===== src/rtl/lsu_pkg.sv =====
// Shared definitions for the load/store unit: funct3 codes, FSM states and
// size/byte-mask helpers.
package lsu_pkg;

   localparam logic [2:0] F3_B  = 3'd0;
   localparam logic [2:0] F3_H  = 3'd1;
   localparam logic [2:0] F3_W  = 3'd2;
   localparam logic [2:0] F3_BU = 3'd4;
   localparam logic [2:0] F3_HU = 3'd5;

   typedef enum logic [2:0] {
      IDLE,
      WR1,
      WR2,
      RD1,
      RD2,
      RD3,
      RESP_ERR
   } lsu_state_e;

   function automatic logic [2:0] size_bytes(input logic [1:0] f3_lo);
      case (f3_lo)
         2'd0:    size_bytes = 3'd1;
         2'd1:    size_bytes = 3'd2;
         default: size_bytes = 3'd4;
      endcase
   endfunction

   function automatic logic [3:0] byte_mask(input logic [1:0] f3_lo);
      case (f3_lo)
         2'd0:    byte_mask = 4'b0001;
         2'd1:    byte_mask = 4'b0011;
         default: byte_mask = 4'b1111;
      endcase
   endfunction

endpackage


===== src/rtl/lsu_align.sv =====
// Combinational lane logic: store shift/mask for both beats of an access and
// load combine/extract/extend from the low and high words.
module lsu_align
   import lsu_pkg::*;
(
   input  logic [2:0]  i_funct3,
   input  logic [1:0]  i_off,
   input  logic [31:0] i_wdata,
   input  logic [31:0] i_lo,
   input  logic [31:0] i_hi,
   output logic [3:0]  o_we1,
   output logic [3:0]  o_we2,
   output logic [31:0] o_data1,
   output logic [31:0] o_data2,
   output logic [31:0] o_rdata
);

   logic [7:0]  w_mask_sh;
   logic [63:0] w_data_sh;
   logic [63:0] w_rd_sh;
   logic [31:0] w_raw;

   // Shifting into a double-width field yields beat 1 in the low half and the
   // spill-over bytes of a crossing access in the high half.
   always_comb begin
      w_mask_sh = {4'b0000, byte_mask(i_funct3[1:0])} << i_off;
      w_data_sh = {32'h0, i_wdata} << {i_off, 3'b000};
      w_rd_sh   = {i_hi, i_lo} >> {i_off, 3'b000};
      w_raw     = w_rd_sh[31:0];
      case (i_funct3[1:0])
         2'd0:    o_rdata = i_funct3[2] ? {24'h0, w_raw[7:0]}
                                        : {{24{w_raw[7]}}, w_raw[7:0]};
         2'd1:    o_rdata = i_funct3[2] ? {16'h0, w_raw[15:0]}
                                        : {{16{w_raw[15]}}, w_raw[15:0]};
         default: o_rdata = w_raw;
      endcase
   end

   assign o_we1   = w_mask_sh[3:0];
   assign o_we2   = w_mask_sh[7:4];
   assign o_data1 = w_data_sh[31:0];
   assign o_data2 = w_data_sh[63:32];

endmodule


===== src/rtl/lsu_dmem.sv =====
// Load/store unit driving the bram_dmem port: one request at a time, split
// into one or two word beats, single-cycle response pulse.
module lsu_dmem
   import lsu_pkg::*;
#(
   parameter int ADDR_W = 12
) (
   input  logic              clk,
   input  logic              rst_n,
   input  logic              req_valid,
   output logic              req_ready,
   input  logic              req_we,
   input  logic [2:0]        req_funct3,
   input  logic [31:0]       req_addr,
   input  logic [31:0]       req_wdata,
   output logic              resp_valid,
   output logic [31:0]       resp_rdata,
   output logic              resp_err,
   output logic [3:0]        mem_we,
   output logic              mem_write_only,
   output logic [ADDR_W-1:0] mem_daddr,
   output logic [31:0]       mem_datain,
   input  logic [31:0]       mem_outdata
);

   lsu_state_e        r_state, w_next;
   logic              r_ready, r_resp_valid, r_resp_err, r_mem_wo;
   logic [31:0]       r_resp_rdata, r_mem_datain, r_wdata, r_lo;
   logic [3:0]        r_mem_we;
   logic [ADDR_W-1:0] r_mem_daddr, r_word;
   logic [2:0]        r_f3;
   logic [1:0]        r_off;

   logic [2:0]        w_f3, w_size;
   logic [1:0]        w_off;
   logic [ADDR_W-1:0] w_word;
   logic [31:0]       w_wdata, w_lo;
   logic              w_cross, w_bad_f3, w_err, w_acc;
   logic [3:0]        w_we1, w_we2, w_mem_we_d;
   logic [31:0]       w_data1, w_data2, w_rdata, w_mem_datain_d, w_resp_rdata_d;
   logic [ADDR_W-1:0] w_mem_daddr_d;
   logic              w_mem_wo_d, w_resp_valid_d, w_resp_err_d;

   // Live request fields while idle so the first beat registers on the accept edge.
   always_comb begin
      w_f3     = (r_state == IDLE) ? req_funct3 : r_f3;
      w_off    = (r_state == IDLE) ? req_addr[1:0] : r_off;
      w_word   = (r_state == IDLE) ? req_addr[ADDR_W+1:2] : r_word;
      w_wdata  = (r_state == IDLE) ? req_wdata : r_wdata;
      w_size   = size_bytes(w_f3[1:0]);
      w_cross  = (({1'b0, w_off} + w_size) > 3'd4);
      w_lo     = w_cross ? r_lo : mem_outdata;
      w_bad_f3 = req_we ? !(req_funct3 inside {F3_B, F3_H, F3_W})
                        : !(req_funct3 inside {F3_B, F3_H, F3_W, F3_BU, F3_HU});
      w_err    = w_bad_f3 || (req_addr[31:ADDR_W+2] != '0) || (w_cross && (&w_word));
      w_acc    = req_valid && r_ready;
   end

   lsu_align u_align (
      .i_funct3 (w_f3),
      .i_off    (w_off),
      .i_wdata  (w_wdata),
      .i_lo     (w_lo),
      .i_hi     (mem_outdata),
      .o_we1    (w_we1),
      .o_we2    (w_we2),
      .o_data1  (w_data1),
      .o_data2  (w_data2),
      .o_rdata  (w_rdata)
   );

   always_ff @(posedge clk) begin
      if (!rst_n) begin
         r_state <= IDLE;
      end else begin
         r_state <= w_next;
      end
   end

   always_comb begin
      w_next = r_state;
      case (r_state)
         IDLE:     if (w_acc) w_next = w_err ? RESP_ERR : (req_we ? WR1 : RD1);
         WR1:      w_next = w_cross ? WR2 : IDLE;
         RD1:      w_next = w_cross ? RD2 : RD3;
         RD2:      w_next = RD3;
         default:  w_next = IDLE;
      endcase
   end

   always_comb begin
      w_mem_we_d     = '0;
      w_mem_wo_d     = 1'b0;
      w_mem_datain_d = '0;
      w_mem_daddr_d  = r_mem_daddr;
      w_resp_valid_d = 1'b0;
      w_resp_err_d   = 1'b0;
      w_resp_rdata_d = '0;
      case (r_state)
         IDLE: begin
            if (w_acc) begin
               if (w_err) begin
                  w_resp_valid_d = 1'b1;
                  w_resp_err_d   = 1'b1;
               end else begin
                  w_mem_daddr_d = w_word;
                  if (req_we) begin
                     w_mem_we_d     = w_we1;
                     w_mem_wo_d     = 1'b1;
                     w_mem_datain_d = w_data1;
                     w_resp_valid_d = !w_cross;
                  end
               end
            end
         end
         WR1: begin
            if (w_cross) begin
               w_mem_daddr_d  = w_word + ADDR_W'(1);
               w_mem_we_d     = w_we2;
               w_mem_wo_d     = 1'b1;
               w_mem_datain_d = w_data2;
               w_resp_valid_d = 1'b1;
            end
         end
         RD1: begin
            if (w_cross) w_mem_daddr_d = w_word + ADDR_W'(1);
         end
         RD3: begin
            w_resp_valid_d = 1'b1;
            w_resp_rdata_d = w_rdata;
         end
         default: ;
      endcase
   end

   always_ff @(posedge clk) begin
      if (!rst_n) begin
         r_ready      <= 1'b0;
         r_resp_valid <= 1'b0;
         r_resp_err   <= 1'b0;
         r_resp_rdata <= '0;
         r_mem_we     <= '0;
         r_mem_wo     <= 1'b0;
         r_mem_daddr  <= '0;
         r_mem_datain <= '0;
         r_f3         <= '0;
         r_off        <= '0;
         r_word       <= '0;
         r_wdata      <= '0;
         r_lo         <= '0;
      end else begin
         // Ready stays low through the response pulse and rises the cycle after.
         r_ready      <= (w_next == IDLE) && !w_resp_valid_d;
         r_resp_valid <= w_resp_valid_d;
         r_resp_err   <= w_resp_err_d;
         r_resp_rdata <= w_resp_rdata_d;
         r_mem_we     <= w_mem_we_d;
         r_mem_wo     <= w_mem_wo_d;
         r_mem_daddr  <= w_mem_daddr_d;
         r_mem_datain <= w_mem_datain_d;
         if (r_state == IDLE && w_acc) begin
            r_f3    <= req_funct3;
            r_off   <= req_addr[1:0];
            r_word  <= req_addr[ADDR_W+1:2];
            r_wdata <= req_wdata;
         end
         if (r_state == RD2) r_lo <= mem_outdata;
      end
   end

   assign req_ready      = r_ready;
   assign resp_valid     = r_resp_valid;
   assign resp_rdata     = r_resp_rdata;
   assign resp_err       = r_resp_err;
   assign mem_we         = r_mem_we;
   assign mem_write_only = r_mem_wo;
   assign mem_daddr      = r_mem_daddr;
   assign mem_datain     = r_mem_datain;

endmodule


===== config.mk =====
export PLATFORM = sky130hd
export DESIGN_NAME = lsu_dmem
export DESIGN_NICKNAME = d
export VERILOG_FILES = /design/src/rtl/lsu_pkg.sv /design/src/rtl/lsu_align.sv /design/src/rtl/lsu_dmem.sv
export SDC_FILE = /design/constraint.sdc
export NUM_CORES = 1
export LEC_CHECK = 0
export BUFFER_PORTS_ARGS = -buffer_cell sky130_fd_sc_hd__buf_4
export CORE_UTILIZATION = 45
export DETAILED_ROUTE_END_ITERATION = 6
export GPL_ROUTABILITY_DRIVEN = 0
export PLACE_DENSITY = 0.66
export SETUP_SLACK_MARGIN = 0.1
export SYNTH_ARGS = -nofsm -noshare
export SYNTH_HDL_FRONTEND = slang
export SYNTH_HIERARCHICAL = 1
export SYNTH_SLANG_ARGS = --single-unit

===== constraint.sdc =====
create_clock -name clk -period 9.9 [get_ports clk]
set_clock_uncertainty 0.05 [all_clocks]
set_input_delay 0.99 -clock clk [delete_from_list [all_inputs] [get_ports clk]]
set_output_delay 0.99 -clock clk [all_outputs]
set_load 0.02 [all_outputs]

==> results.py, run 1 <==
metrics = {
    "global_route": {
        "antenna_found_initial": 0,
        "grt_pass1_vias": 6976,
        "grt.total_usage_pct": 23.5,
        "grt_overflow": 0,
        "grt_pass1_wl_mm": 37.1,
        "grt_start_max_net_pins": 98,
    },
    "cells_and_area": {
        "syn_to_final_growth_pct": 22.4,
        "regArea_sq_um": 3360,
        "drive_above_1_share_pct": 26.1,
        "nFillCells": 1796,
        "multi_input_area_sq_um": 5110,
        "nets": 1297,
        "antenna_cells": 0,
    },
    "route": {
        "viasPerCell": 5.31,
        "drc": 0,
        "drt_wl_total_mm": 23.8,
        "ant_nets": 0,
        "wire_per_inst_um": 16.2,
        "firstDrtPassIters": 6,
        "num_vias": 7797,
        "drt-initial-drc-count": 579,
    },
    "clock_tree": {
        "clk_pin_slew_ns": 0.07,
        "cts_setup_buffers": 0,
        "cts-hold-fix-buffers": 0,
        "cts_buffers": 17,
        "clock_sinks": 168,
        "cts.repair.resized": 0,
        "h-tree-depth": 4,
        "cts_tree": "done",
        "clock_path_buffers": 2,
        "clk-insertion-delay-late_ns": 0.44,
        "root_buffer": "clkbuf_16",
    },
    "job": {
        "max_cap_viol_count": 0,
    },
    "synth": {
        "synth-edff-count": 0,
        "syn_inst": 1063,
        "yosysTopAreaCellShare_pct": 37.8,
        "synth_area_sq_um": 8910,
        "ys_ff_latch": 168,
        "yosysWarnings": 6,
        "ys_types": 51,
        "synth-async-reset-ratio_pct": 0,
        "synth_area_leader_cell": "dfxtp_1",
        "synth-seq-area-share_pct": 37.8,
        "yosys-top-cells-area": "dfxtp_1, nand2_1, mux4_2",
        "synth_flop_cell": "dfxtp_1",
        "syn_avg_cell_area_sq_um": 8.38,
    },
    "placement": {
        "io_buffers": 186,
        "place_hpwl_mm": 16.1,
        "post-place-ws_ns": 4.40,
    },
    "sta": {
        "tns_ns": 0,
        "fmaxAchievable_mhz": 186,
        "period_needed_ns": 5.38,
        "finalWorstSetupSlack_ns": 4.52,
        "relSlewSlack_pct": 19.8,
        "worst_pin_slew_ns": 1.20,
        "finalSetupViolCount": 0,
        "fin_crit_sh_pct": 54.3,
        "rsz0062_at_grt": "false",
        "maxSlewViolCount": 0,
        "hold_viol_final": 0,
    },
    "floorplan": {
        "core-area_sq_um": 19500,
        "die-area_sq_um": 20400,
        "die_x_um": 143,
        "rows": 51,
        "initial_core_util_pct": 45.8,
        "die_h_um": 143,
        "num_io_pins": 187,
    },
    "setup_path": {
        "worst-path-max-fanout": 46,
        "required_ns": 10.18,
        "critPathArrivalTime_ns": 5.65,
        "r2r-end": "resp_rdata[20]",
        "worstReg2RegStart": "r_state[1]",
        "crit_buf_inv": 3,
        "r2r_slack_ns": 4.52,
        "cpPeakStageDelay_ns": 0.55,
        "startpoint_type": "flip-flop",
        "reg2reg_depth": 16,
        "crit_chain": "or3_1 -> buf_4 -> nand2_1 -> nand2_1 -> nor2_1 -> ha_1 -> inv_1 -> fa_1 -> or3_1 -> a21oi_4 -> buf_4 -> mux2_2 -> mux4_1 -> mux2i_4 -> o21ai_0 -> and2_1",
        "crit_family": "simple AND/OR/NAND/NOR gates",
        "slowest_stage": "mux4_1",
        "critical_path_class": "flip-flop to flip-flop",
        "crit_path_end_kind": "flip-flop",
    },
    "pwr": {
        "peakVddDrop_uv": 115,
        "switching_share_pct": 32.3,
        "p_int_uw": 1370,
        "comb_power_share_pct": 29.7,
        "p_switching_uw": 654,
        "leakage_uw": 0.00462,
        "power_frac_clock_pct": 34.6,
        "p_per_area_nw_per_um2": 185,
        "pwr-share-seq_pct": 35.7,
    },
    "outcome": {
        "outcome": "finished, final reports clean",
    },
    "worst_hold_path": {
        "min_from": "r_lo[8]",
        "min_path_cells": 2,
        "worstHoldPathType": "flip-flop to flip-flop",
        "hold-path-endpoint": "r_lo[8]",
    },
}
==> worst register-to-register path: stages, from the launching register on <==
cell and delay, ns:
dfxtp_1 0.42, or3_1 0.42, buf_4 0.29, nand2_1 0.15, nand2_1 0.38, nor2_1 0.22, ha_1 0.17, inv_1 0.05
fa_1 0.39, or3_1 0.46, a21oi_4 0.16, buf_4 0.42, mux2_2 0.47, mux4_1 0.55, mux2i_4 0.36, o21ai_0 0.14
and2_1 0.15
==> power groups by stage <==
stage	clock (uW)	sequential, uW	combinational (uW)
after CTS	714	721	594
after global routing	745	725	653
after detailed placement	0	736	591
final	700	721	600
after global placement	0	735	585
after floorplan	0	734	450
==> stage by stage <==
step / std cells / hold WS, ns / util, % / total power [uW] / cell area (sq um)
floorplan: 1071 / 0.383 / - / 1180 / 8940
global placement: 1437 / 0.389 / 52.9 / 1320 / 10300
detailed placement: 1437 / 0.394 / 52.9 / 1330 / 10300
CTS: 1469 / 0.406 / 56.0 / 2030 / 10900
global route: 1469 / 0.418 / 56.0 / 2120 / 10900
finish: 1469 / 0.404 / 56.0 / 2020 / 10900
==> placed cells by master (no fill, tap or decap), drive strengths merged, types with 10 or more instances in the layout <==
| cell | count |
|---|---|
| and2 | 42 |
| buf | 196 |
| nor2 | 34 |
| nand2 | 320 |
| nand3 | 11 |
| nor2b | 13 |
| mux4 | 34 |
| a22o | 44 |
| mux2i | 40 |
| inv | 10 |
| clkbuf | 17 |
| a21oi | 97 |
| o21ai | 40 |
| dfxtp | 168 |
| mux2 | 40 |
| and3 | 14 |
==> cell usage after synthesis, types with 3 or more instances <==
cell type,n
a2111oi_0,3
a211oi_1,5
a21oi_1,95
a22o_1,44
and2_1,42
and3_1,14
buf_1,7
buf_2,13
buf_4,14
buf_6,7
clkbuf_1,54
dfxtp_1,168
inv_1,3
mux2_2,40
mux2i_1,39
mux4_2,32
nand2_1,320
nand2b_1,3
nand3_1,11
nand4_1,7
nor2_1,34
nor2b_1,13
nor3_1,9
nor4_1,4
o21ai_0,36
o21ai_1,4
xnor2_1,9
==> worst max path at each step <==
stage          slack (ns)          start        endpoint  depth (start not counted)
2_1_floorplan        4.68     r_state[1]  resp_rdata[18]                         18
3_3_place_gp         4.48  req_funct3[1]  resp_rdata[19]                         15
3_5_place_dp         4.40  req_funct3[1]  resp_rdata[21]                         15
4_1_cts              4.60     r_state[1]  resp_rdata[20]                         16
5_1_grt              4.20     r_state[1]  resp_rdata[23]                         16
6_report             4.52     r_state[1]  resp_rdata[20]                         16
==> layout make-up <==
type	count	share of cell area, %
Timing Repair Buffer	196	13.5
Clock buffer	17	3.90
Clock inverter	15	1.76
Multi-Input combinational cell	804	46.8
Sequential cell	168	30.8
Inverter	4	0.138
Tap cell	265	3.04
==> cell families after synthesis <==
kind of cell,count (synthesis),synth area share (%)
mux,114,18.4
other cells,1,0.0421
fa+ha+maj,3,0.506
xor+xnor,10,0.983
compound gates,201,13.9
flops,168,37.8
simple gates,467,22.9
buf+inv,99,5.53
==> sequential cells by signal, summed over array words and instances, names as in the netlist, 3 cells and up <==
signal and count:
mem_daddr 12, r_state 3, r_lo 32, mem_we 4
r_wdata 32, r_f3 3, mem_datain 32, r_word 12
resp_rdata 32
==> layer usage <==
metal | routed length [um] | GRT usage (%)
met4 | 169 | 5.89
met2 | 10400 | 34.2
met1 | 11500 | 34.9
met3 | 1700 | 5.13
met5 | 0 | 0
(Power assumes the default switching activity.)
==> run 2: changes to the inputs <==
--- a/config.mk
+++ b/config.mk
@@ -5,11 +5,12 @@
 export SDC_FILE = /design/constraint.sdc
 export NUM_CORES = 1
 export LEC_CHECK = 0
+export ABC_AREA = 1
 export BUFFER_PORTS_ARGS = -buffer_cell sky130_fd_sc_hd__buf_4
 export CORE_UTILIZATION = 45
 export DETAILED_ROUTE_END_ITERATION = 6
 export GPL_ROUTABILITY_DRIVEN = 0
-export PLACE_DENSITY = 0.66
+export PLACE_DENSITY = 0.65
 export SETUP_SLACK_MARGIN = 0.1
 export SYNTH_ARGS = -nofsm -noshare
 export SYNTH_HDL_FRONTEND = slang
==> constraint.sdc (replaced) <==
create_clock -name clk -period 5.2 [get_ports clk]
set_clock_uncertainty 0.05 [all_clocks]
set_input_delay 0.52 -clock clk [delete_from_list [all_inputs] [get_ports clk]]
set_output_delay 0.52 -clock clk [all_outputs]
set_load 0.02 [all_outputs]
==> run 2 against run 1 <==
Effect of this change: the run now ends with design-rule violations left; die area up 10%; sequential power up 110%; wire length up 19%; count of clock-buffer cells in the layout up 6; fmax up 26%; combinational power rose to 5.1 times the previous value; sequential share of layout area down 2.0 points; final cell count up 38%; cell area up 7.0%; register-to-register slack worse by 3.6 ns; global-route usage up 2.4 points; first-iteration DRC count up 34%; critical endpoint is now resp_rdata[19].
==> results.py, run 2 <==
metrics = {
    "cells_and_area": {
        "antenna_cells": 0,
        "drive_above_1_share_pct": 16.6,
        "final_common_cell": "nand2_1",
        "nets": 1843,
        "finalInstanceArea_sq_um": 11700,
        "final_cell_mix": "nand2_1, nor2_1, inv_1",
        "post-route-util_pct": 55.0,
        "syn_to_final_growth_pct": 18.6,
    },
    "setup_path": {
        "crit_path_end_kind": "flip-flop",
        "crit_buf_inv": 4,
        "critPathArrivalTime_ns": 4.54,
        "cpPeakStageDelay_ns": 0.47,
        "required_ns": 5.49,
        "crit_family": "simple AND/OR/NAND/NOR gates",
        "r2r_slack_ns": 0.94,
        "critical_path_class": "flip-flop to flip-flop",
        "crit_chain": "inv_1 -> nand2_4 -> o21ai_0 -> nor2_1 -> ha_1 -> inv_1 -> fa_1 -> nand2_1 -> nand3_2 -> inv_2 -> nand2_1 -> nand2_1 -> nand2_1 -> nand3_1 -> nand3_2 -> nand3_1 -> inv_1 -> nor2_1",
        "worst-path-max-fanout": 34,
        "startpoint_type": "flip-flop",
        "cpMostUsedCell": "nand2_1",
        "slowest_stage": "o21ai_0",
    },
    "sta": {
        "period_needed_ns": 4.26,
        "worst_pin_slew_ns": 1.13,
        "rsz0062_at_grt": "false",
        "fin_crit_sh_pct": 81.8,
        "maxSlewViolCount": 0,
        "relSlewSlack_pct": 24.8,
        "finalSetupViolCount": 0,
        "hold_viol_final": 0,
        "fmaxAchievable_mhz": 235,
        "tns_ns": 0,
    },
    "clock_tree": {
        "cts_tree": "done",
        "root_buffer": "clkbuf_16",
        "h-tree-depth": 4,
        "cts.repair.resized": 0,
        "clk_pin_slew_ns": 0.07,
        "clock_sinks": 168,
        "cts_buffers": 17,
        "cts-hold-fix-buffers": 0,
        "clock_path_buffers": 2,
        "clk-insertion-delay-late_ns": 0.43,
        "cts_setup_buffers": 0,
    },
    "synth": {
        "synth-compound-area-share_pct": 13.2,
        "ys_types": 41,
        "synthAdderAreaFrac_pct": 0.458,
        "synthMostInstantiatedCell": "nand2_1",
        "synth_flop_cell": "dfxtp_1",
        "yosysWarnings": 6,
        "synth-edff-count": 0,
        "post_synth_most_frequent_cells": "nand2_1, nor2_1, inv_1",
        "yosysTopAreaCellShare_pct": 34.2,
        "ys_ff_latch": 168,
        "syn_inst": 1620,
        "synth_top_family_by_area": "simple AND/OR/NAND/NOR gates",
        "synth-seq-area-share_pct": 34.2,
        "synthSimpleGateAreaFrac_pct": 36.4,
        "yosys-top-cells-area": "dfxtp_1, nand2_1, nor2_1",
        "synth_area_leader_cell": "dfxtp_1",
        "syn_avg_cell_area_sq_um": 6.07,
        "synthMuxAreaShare_pct": 0,
        "synth-async-reset-ratio_pct": 0,
        "synthXorXnorAreaFrac_pct": 0.623,
        "synth_area_sq_um": 9840,
    },
    "floorplan": {
        "die_x_um": 150,
        "die_h_um": 150,
        "rows": 53,
        "num_io_pins": 187,
        "initial_core_util_pct": 46.4,
        "core-area_sq_um": 21200,
        "die-area_sq_um": 22500,
    },
    "route": {
        "drt_wl_total_mm": 28.3,
        "viasPerCell": 4.96,
        "ant_nets": 0,
        "drt-initial-drc-count": 773,
        "wire_per_inst_um": 14.0,
        "drc": 1,
        "firstDrtPassIters": 7,
        "num_vias": 10000,
    },
    "global_route": {
        "grt.total_usage_pct": 25.9,
        "grt_pass1_wl_mm": 45.4,
        "grt_overflow": 0,
        "grt_start_max_net_pins": 98,
        "grt_pass1_vias": 8927,
        "antenna_found_initial": 0,
    },
    "job": {
        "max_cap_viol_count": 0,
    },
    "worst_hold_path": {
        "worstHoldPathType": "input pin to flip-flop",
    },
    "placement": {
        "placed_area_sq_um": 11100,
        "place_hpwl_mm": 19.8,
        "io_buffers": 186,
    },
    "pwr": {
        "leakage_uw": 0.00564,
        "peakVddDrop_uv": 282,
        "total_power_uw": 5850,
        "p_per_area_nw_per_um2": 501,
    },
    "outcome": {
        "outcome": "finished, violations left",
        "violations": "design-rule violations",
    },
}
## run 2: per-stage QoR
step,setup WS [ns],instances,hold slack (ns)
after floorplan,1.52,1628,0.375
after global placement,1.14,1993,0.384
after detailed placement,0.986,1993,0.389
after CTS,0.944,2025,0.291
after global routing,0.438,2025,0.303
final,0.944,2025,0.301
## run 2: cells by family after synthesis
kind of cell / Yosys count
AOI/OAI and AO/OA: 246
adders and majority gates: 3
xor gates and xnor gates: 7
DFF: 168
buffers and inverters: 340
other: 1
and+or+nand+nor: 855
## run 2: cell type report
| type | count | area, sq um |
|---|---|---|
| inverter | 237 | 892 |
| timing repair buffer | 193 | 1450 |
| clock inverter | 9 | 90.1 |
| tap | 275 | 344 |
| fill | 2199 | 9560 |
| clock buffer | 23 | 488 |
| sequential | 168 | 3360 |
| multi-input combinational | 1120 | 5040 |
## run 2: final timing paths
path | from | end | cells past startpoint
worst max-delay path | r_state[2] | resp_rdata[19] | 18
worst min-delay path | mem_outdata[28] | r_lo[28] | 3
worst max register to register | r_state[2] | resp_rdata[19] | 18
worst min register to register | r_wdata[30] | r_wdata[30] | 2
## run 2: tightest hold or removal path, cell delays in order
cell     delay [ns]
buf_4          0.08
o21ai_0        0.07
nor2_1         0.08
## run 2: where the power goes
part | total (uW) | switching [uW] | internal [uW]
Clock | 1260 | 543 | 714
Combinational | 3050 | 2140 | 917
Sequential | 1540 | 72.4 | 1460
## run 2: layer usage
metal  vias to the layer above  global-route usage, %  routed length, um
met1                      4499                   35.4              13000
met2                       342                   41.1              12700
met5                         -                      0                  0
li1                       5148                      -                  -
met4                         0                   8.99                670
met3                        45                   3.99               1920
==> run 3: changes to the inputs <==
--- a/config.mk
+++ b/config.mk
@@ -5,12 +5,12 @@
 export SDC_FILE = /design/constraint.sdc
 export NUM_CORES = 1
 export LEC_CHECK = 0
-export ABC_AREA = 1
+export ABC_AREA = 0
 export BUFFER_PORTS_ARGS = -buffer_cell sky130_fd_sc_hd__buf_4
 export CORE_UTILIZATION = 45
 export DETAILED_ROUTE_END_ITERATION = 6
 export GPL_ROUTABILITY_DRIVEN = 0
-export PLACE_DENSITY = 0.65
+export PLACE_DENSITY = 0.66
 export SETUP_SLACK_MARGIN = 0.1
 export SYNTH_ARGS = -nofsm -noshare
 export SYNTH_HDL_FRONTEND = slang
==> constraint.sdc (replaced) <==
create_clock -name clk -period 4.2 [get_ports clk]
set_clock_uncertainty 0.05 [all_clocks]
set_input_delay 0.42 -clock clk [delete_from_list [all_inputs] [get_ports clk]]
set_output_delay 0.42 -clock clk [all_outputs]
set_load 0.02 [all_outputs]
==> run 3 against run 2 <==
Effect of this change: sequential power rose by 10%; final cell count fell by 27%; non-clock buffer count rose by 21; register-to-register slack got worse by 0.71 ns; the flow now finishes without violations; largest cell class unchanged.
==> results.py, run 3 (synthesis gave the netlist of run 1 again) <==
metrics = {
    "setup_path": {
        "cpPeakStageDelay_ns": 0.50,
        "cpMostUsedCell": "nand2_2",
        "worst-path-max-fanout": 16,
        "worstReg2RegStart": "r_state[1]",
        "slowest_stage": "fa_2",
        "crit_buf_inv": 3,
        "critical_path_class": "flip-flop to flip-flop",
        "critPathArrivalTime_ns": 4.24,
        "crit_chain": "or3_4 -> nand2_2 -> nand2_2 -> nor2_2 -> ha_2 -> inv_2 -> fa_2 -> nor2b_1 -> a21oi_4 -> buf_12 -> mux2_4 -> mux4_2 -> mux2i_4 -> buf_4 -> o21ai_0 -> and2_1",
        "crit_path_end_kind": "flip-flop",
        "critPathLaunch": "r_state[1]",
        "startpoint_type": "flip-flop",
        "required_ns": 4.47,
        "crit_family": "simple AND/OR/NAND/NOR gates",
    },
    "floorplan": {
        "die_h_um": 143,
        "die-area_sq_um": 20400,
        "initial_core_util_pct": 45.8,
        "num_io_pins": 187,
        "rows": 51,
        "core-area_sq_um": 19500,
        "die_x_um": 143,
    },
    "sta": {
        "worst_pin_slew_ns": 1.23,
        "relSlewSlack_pct": 18.1,
        "period_needed_ns": 3.97,
        "fmaxAchievable_mhz": 252,
        "finalSetupViolCount": 0,
        "rsz0062_at_grt": "false",
        "maxSlewViolCount": 0,
        "hold_viol_final": 0,
        "fin_crit_sh_pct": 94.4,
        "tns_ns": 0,
    },
    "cells_and_area": {
        "drive_above_1_share_pct": 28.1,
        "nFillCells": 1771,
        "final_common_cell": "nand2_1",
        "nets": 1315,
        "antenna_cells": 0,
        "post-route-util_pct": 57.2,
        "final_cell_mix": "nand2_1, buf_4, dfxtp_1",
        "syn_to_final_growth_pct": 24.9,
    },
    "clock_tree": {
        "clk_pin_slew_ns": 0.07,
        "h-tree-depth": 4,
        "clock_path_buffers": 2,
        "clk-insertion-delay-late_ns": 0.43,
        "cts_tree": "done",
        "cts-hold-fix-buffers": 0,
        "clock_sinks": 168,
        "cts_buffers": 17,
        "root_buffer": "clkbuf_16",
    },
    "route": {
        "wire_per_inst_um": 16.4,
        "firstDrtPassIters": 7,
        "drt_wl_total_mm": 24.4,
        "num_vias": 7970,
        "drt-initial-drc-count": 594,
        "drc": 0,
        "viasPerCell": 5.36,
        "ant_nets": 0,
    },
    "global_route": {
        "grt.total_usage_pct": 24.0,
        "antenna_found_initial": 1,
        "grt_pass1_vias": 7097,
        "grt_overflow": 0,
        "grt_start_max_net_pins": 61,
        "grt_pass1_wl_mm": 37.8,
    },
    "pwr": {
        "leakage_uw": 0.00472,
        "p_per_area_nw_per_um2": 440,
        "peakVddDrop_uv": 324,
    },
    "placement": {
        "io_buffers": 186,
        "place_hpwl_mm": 16.7,
    },
    "job": {
        "max_cap_viol_count": 0,
    },
    "worst_hold_path": {
        "min_from": "req_wdata[22]",
        "worstHoldPathType": "input pin to flip-flop",
    },
    "outcome": {
        "outcome": "finished, final reports clean",
    },
}
run 3: what timing repair did:
| action | 4_1_cts | 5_1_grt |
|---|---|---|
| buffers inserted | 1 | 2 |
| gates resized for setup | 2 | 0 |
| pin swaps | 1 | 1 |
| setup endpoints to repair | 3 | 16 |
run 3: routing by layer:
metal	track usage, %	routed length [um]	vias up
li1	-	-	3938
met4	6.79	317	2
met2	36.1	11000	248
met1	35.4	11800	3758
met5	0	9	-
met3	3.82	1360	24
run 3: cell type report:
cell class	count	area (sq um)	share of cell area (%)
Multi-Input combinational cell	804	5160	46.3
Sequential cell	168	3360	30.2
Timing Repair Buffer	214	1640	14.7
Clock buffer	19	433	3.89
Tap cell	265	332	2.98
Clock inverter	13	193	1.73
Inverter	4	15.0	0.135
run 3: through the flow:
stage | total power, uW | hold WS [ns] | setup WS, ns | area [sq um] | std cells
after floorplan | 2860 | 0.383 | -0.0164 | 9060 | 1071
after global placement | 3160 | 0.388 | 0.228 | 10500 | 1452
after detailed placement | 3190 | 0.396 | 0.106 | 10500 | 1452
after CTS | 4890 | 0.178 | 0.199 | 11100 | 1485
after global routing | 5120 | 0.184 | 0.0961 | 11100 | 1487
final | 4890 | 0.190 | 0.235 | 11100 | 1487
run 3: path summary, 6_finish.rpt:
check	cells after the start	slack, ns	endpoint
worst max-delay path	16	0.23	resp_rdata[27]
worst min-delay path	3	0.19	r_wdata[22]
worst max register to register	16	0.23	resp_rdata[27]
worst min register to register	2	0.40	r_lo[31]
run 3: power by group:
group	internal [uW]	leakage (uW)	switching, uW
clock network	1000	0.000287	686
registers	1660	0.00136	37.9
logic	687	0.00307	819
total	3350	0.00472	1540
run 3: worst reg2reg max path: stages, from the launching register on:
cell and delay (ns):
dfxtp_1 0.36, or3_4 0.44, nand2_2 0.10, nand2_2 0.06, nor2_2 0.08, ha_2 0.18, inv_2 0.04, fa_2 0.50
nor2b_1 0.33, a21oi_4 0.10, buf_12 0.16, mux2_4 0.32, mux4_2 0.49, mux2i_4 0.14, buf_4 0.25, o21ai_0 0.11
and2_1 0.15
